===== config.mk =====
export PLATFORM = sky130hd
export DESIGN_NAME = reg_file_wb
export DESIGN_NICKNAME = d
export VERILOG_FILES = /design/src/rtl/reg_file_wb.sv
export SDC_FILE = /design/constraint.sdc
export NUM_CORES = 2
export LEC_CHECK = 0
export BUFFER_PORTS_ARGS = -buffer_cell sky130_fd_sc_hd__clkbuf_2
export CORE_ASPECT_RATIO = 1.2
export CORE_UTILIZATION = 54
export CTS_CLUSTER_SIZE = 8
export DETAILED_ROUTE_END_ITERATION = 12
export PLACE_DENSITY = 0.7
export SLEW_MARGIN = 15
export SYNTH_ARGS = -nofsm -noshare
export SYNTH_HDL_FRONTEND = slang
export SYNTH_SLANG_ARGS = --single-unit

===== constraint.sdc =====
create_clock -name clk -period 39.8 [get_ports clk]
set_input_delay 5.97 -clock clk [delete_from_list [all_inputs] [get_ports clk]]
set_output_delay 5.97 -clock clk [all_outputs]
set_load 0.05 [all_outputs]

===== src/rtl/reg_file_wb.sv =====
// reg_file_wb: 32-entry register file with two bypassable operand ports and a debug port
module reg_file_wb #(
  parameter int DATA_W = 32,
  parameter int ADDR_W = 5,
  parameter bit BYPASS = 1'b1
) (
  input  logic              clk,
  input  logic              reset,
  input  logic [ADDR_W-1:0] rs_addr,
  input  logic [ADDR_W-1:0] rt_addr,
  output logic [DATA_W-1:0] rs_data,
  output logic [DATA_W-1:0] rt_data,
  input  logic              wr_en,
  input  logic [ADDR_W-1:0] wr_addr,
  input  logic [DATA_W-1:0] wr_data,
  input  logic [ADDR_W-1:0] dbg_addr,
  output logic [DATA_W-1:0] dbg_data
);
  localparam int DEPTH = 1 << ADDR_W;
  logic [DATA_W-1:0] regs [DEPTH];
  logic wr_live, byp_rs, byp_rt;
  assign wr_live = wr_en && !reset && (wr_addr != '0);
  always_ff @(posedge clk or posedge reset)
    if (reset)
      for (int i = 0; i < DEPTH; i++) regs[i] <= '0;
    else if (wr_live)
      regs[wr_addr] <= wr_data;
  always_comb begin
    byp_rs   = BYPASS && wr_live && (rs_addr == wr_addr);
    byp_rt   = BYPASS && wr_live && (rt_addr == wr_addr);
    rs_data  = (reset || rs_addr == '0) ? '0 : byp_rs ? wr_data : regs[rs_addr];
    rt_data  = (reset || rt_addr == '0) ? '0 : byp_rt ? wr_data : regs[rt_addr];
    dbg_data = (reset || dbg_addr == '0) ? '0 : regs[dbg_addr];
  end
endmodule


After elaboration in Yosys (flattened, before gate mapping) --
Cells that the tools add are included.
Word-level totals: bits in registers 1024, word-level logic and storage cells 73, input port bits 55, output and inout bits 96
Operators by class: multiplexer cells 17, bitwise gates (word level) 4, magnitude comparators 5, reduce and logical (&&, ||, !) cells 13, equal/unequal tests 2
Operators with widths (count):
- 1024-bit bitwise mux | 1
- 32-bit binary-select mux with 5-bit select | 3
- 32-bit two-way mux | 12
- 32-bit demux with 5-bit select | 1
- 6-bit >= comparator, second input constant | 4
- 5-bit inverter with 6-bit output | 4
- 5-bit logical NOT | 3
- 5-bit equality test | 2
- 6-bit by 1-bit < comparator with 1-bit output, second input constant | 1
- 1-bit logical AND | 5
- 5-bit nonzero test | 1
- 1-bit logical OR | 3
- 1-bit logical NOT | 1

Longest topological paths before layout --
word-level depth 6, gate-level depth with buffers 9

Worst setup path before layout --
No wires, ideal clock.
kind in2out, start point input reset, end point output dbg_data[0], data required time 33830 ps, path buffers 0, stages on the path 3, arrival 31595 ps, slack 2235 ps, path through inv_1 -> nand2_1 -> o31ai_1
On the way: word-level cells in the longest chain between the ends 2
RTL lines:
- start: declaration | line 8 | input logic reset,
- 1-bit logical OR | line 33 | dbg_data = (reset || dbg_addr == '0) ? '0 : regs[dbg_addr];
- 32-bit two-way mux | line 33
- end: declaration | line 17 | output logic [DATA_W-1:0] dbg_data
Every way passes these cells.

Worst setup path after layout --
start point input rs_addr[0], end point output rs_data[4]
On the way: word-level cells in the longest chain between the ends 6
RTL lines:
- start: declaration | line 9 | input logic [ADDR_W-1:0] rs_addr,
- 5-bit inverter with 6-bit output (not written as such) | line 31 | rs_data = (reset || rs_addr == '0) ? '0 : byp_rs ? wr_data : regs[rs_addr];
- 32-bit binary-select mux with 5-bit select | line 31
- 32-bit two-way mux (not written as such) (2 in a row) | line 31
- 32-bit two-way mux | line 31
- 32-bit two-way mux (*) | line 31
- end: declaration | line 11 | output logic [DATA_W-1:0] rs_data,
Every way passes the cells marked *; elsewhere a longest branch is shown, timed or not. The select of a mux whose other input is x is not followed.

==> flow_metrics.env <==
export IMPL_status="finished clean"
export IMPL_reg_top3="regs x1024"
export IMPL_crit_path_start="rs_addr[0]"
export IMPL_io_pins=151
export IMPL_relSlewSlack=0.168
export IMPL_drc=0
export IMPL_grt_util_met3=0.114
export IMPL_io_buffers=150
export IMPL_cp_end_kind="output pin"
export IMPL_post_cts_buffers=0
export IMPL_path_clk_slew_ns=0.05
export IMPL_core_area_um2=115000
export IMPL_grt_busiest_layer="met2"
export IMPL_cp_start_kind="primary input"
export IMPL_track_usage=0.373
export IMPL_finalCritPeriodShare=0.410
export IMPL_synth_seq_area_share=0.407
export IMPL_reg2regPathDepth=1
export IMPL_critPathMaxFanout=46
export IMPL_yosys_top_cells_count="1024 x dfrtp_1, 981 x mux2_2, 541 x mux2i_1"
export IMPL_setup_tns_final_ns=0
export IMPL_largest_register="regs"
export IMPL_hpwl_mm=115
export IMPL_synth_top_cell_area_share=0.407
export IMPL_synth_warnings=0
export IMPL_r2r_start="regs[632]"
export IMPL_antenna_found_initial=7
export IMPL_synthTopCellsByArea="dfrtp_1 41%, mux4_2 18%, mux2_2 18%"
export IMPL_fmax_mhz=61.3
export IMPL_cts_sinks=1024
export IMPL_crit_required_ns=33.83
export IMPL_dp_cells=5806
export IMPL_synth_top_area_cell="dfrtp_1"
export IMPL_grt_setup_unrepaired="no"
export IMPL_yosys_most_used_dff="dfrtp_1"
export IMPL_cts_buffers=146
export IMPL_slew_violations=0
export IMPL_avgSynthCellArea_um2=13.7
export IMPL_vias=46374
export IMPL_ir_worst_vdd_mv=0.0290
export IMPL_synth_edff_count=0
export IMPL_first_iter_violations=5543
export IMPL_largest_reg_flops=1024
export IMPL_drive_gt1_frac=0.436
export IMPL_die_width_um=314
export IMPL_clock_latency_ns=0.77
export IMPL_met2_usage=0.557
export IMPL_fp_dieArea_um2=118000
export IMPL_cp_endpoint="rs_data[4]"
export IMPL_grt_pass1_wl_mm=321
export IMPL_totalWireLength_mm=219
export IMPL_yosysMostFrequentCell="dfrtp_1"
export IMPL_syn_cell_area_um2=63000
export IMPL_worst_setup_path_type="primary input to output pin"
export IMPL_async_reset_ff_frac=1.00
export IMPL_cts_resized=0
export IMPL_fin_skew_ns=0
export IMPL_drtAntennaViolNets=0
export IMPL_nets=4491
export IMPL_via_per_inst=7.76
export IMPL_clk_path_buf_depth=3
export IMPL_met1_usage=0.487
export IMPL_final_hold_viol_count=0
export IMPL_grt_max_degree=184
export IMPL_rows=136
export IMPL_root_buffer="clkbuf_16"
export IMPL_hold_path_class="flop to flop"
export IMPL_r2r_slack_ns=38.96
export IMPL_place_gp_congestion=0.839
export IMPL_total_leakage_power_nw=30.0
export IMPL_post_drt_wl_per_cell_um=36.7
export IMPL_cts_tree="yes"
export IMPL_fin_cells=5973
export IMPL_grt_overflow=0
export IMPL_setup_violations=0
export IMPL_hp_start="regs[1006]"
export IMPL_tightestPinTransition_ns=1.24
export IMPL_fp_dieH_um=376
export IMPL_ys_types=48
export IMPL_syn_inst=4609
export IMPL_powerDensity_nw_per_um2=44.5
export IMPL_synthesis_nets=4664
export IMPL_htree_levels=4
export IMPL_drtPass1Iterations=6
export IMPL_area_delta_synth_final_pct=8.30
export IMPL_ys_ff_latch=1024
export IMPL_cp_arrival_ns=10.34
export IMPL_drv_cap=0
export IMPL_min_period_ns=16.31
export IMPL_grt_pass1_vias=46388
export IMPL_start_util=0.547
export IMPL_r2r_end="regs[632]"
export IMPL_postCtsHoldBufs=0
[layout make-up]
type,instances,area [µm²]
fillers,9072,46900
multi-input cells,3026,35300
flip-flops and latches,1024,25600
clock buffers,152,3760
well taps,1518,1900
repair buffers,234,1510
clock inverters,11,141
inverters,4,25.0
diodes,4,10.0
[per-layer routing]
metal / up-vias / wire length (µm)
met1: 24359 / 81000
met5: - / 158
met3: 815 / 25700
li1: 18017 / -
met4: 15 / 13100
met2: 3168 / 99000
[cell usage in the layout, fill, tap and decap left out, types with 11 or more instances in the layout]
cell / instances
mux2_2: 981
a221oi_1: 64
nor2_1: 35
a221o_1: 32
dfrtp_1: 1024
clkbuf_16: 150
o22ai_1: 95
nor2_4: 15
mux2i_1: 541
a32o_1: 21
o21ai_0: 32
o31ai_1: 32
a21oi_1: 95
nor2b_1: 34
buf_4: 84
mux2_1: 11
a22oi_1: 104
nand2_4: 16
or3_1: 33
mux4_2: 514
a211oi_1: 95
nand2_1: 51
o221ai_1: 159
clkbuf_2: 138
[critical path, stage by stage]
cell      delay [ns]
buf_8           0.27
buf_4           0.73
buf_4           0.80
buf_4           0.79
mux4_2          0.59
a211oi_1        0.32
nand2_1         0.12
a32o_1          0.31
clkbuf_2        0.24
[logic make-up after synthesis]
kind of cell / synth area share
compound gates: 0.0885
xor+xnor: 0.00139
buf+inv: 0.0386
flops: 0.407
mux: 0.447
simple gates: 0.0181
[how the worst min path moves through the flow]
stage               slack, ns  depth (start not counted)         end
floorplan                0.46                          1  regs[1000]
CTS                      0.42                          0  regs[1006]
global route             0.43                          0  regs[1020]
finish                   0.42                          0  regs[1006]
detailed placement       0.40                          0  regs[1015]
global placement         0.40                          0  regs[1004]
[per-stage QoR]
stage          total power [W]  hold slack [ns]   util  worst slack (ns)  cell area, µm²
2_1_floorplan          0.00175            0.462      -              2.24           63000
3_3_place_gp           0.00189            0.397  0.558             23.56           64300
3_5_place_dp           0.00191            0.405  0.558             23.52           64300
4_1_cts                0.00304            0.417  0.592             23.52           68200
5_1_grt                0.00314            0.429  0.592             23.28           68200
6_report               0.00304            0.420  0.593             23.49           68300
[report_power, final]
group          total (W)  switching (W)  internal (W)
logic           0.000598       0.000290      0.000308
clock network    0.00113       0.000465      0.000662
registers        0.00131       0.000137       0.00118
total            0.00304       0.000893       0.00215
(Power assumes the default switching activity.)
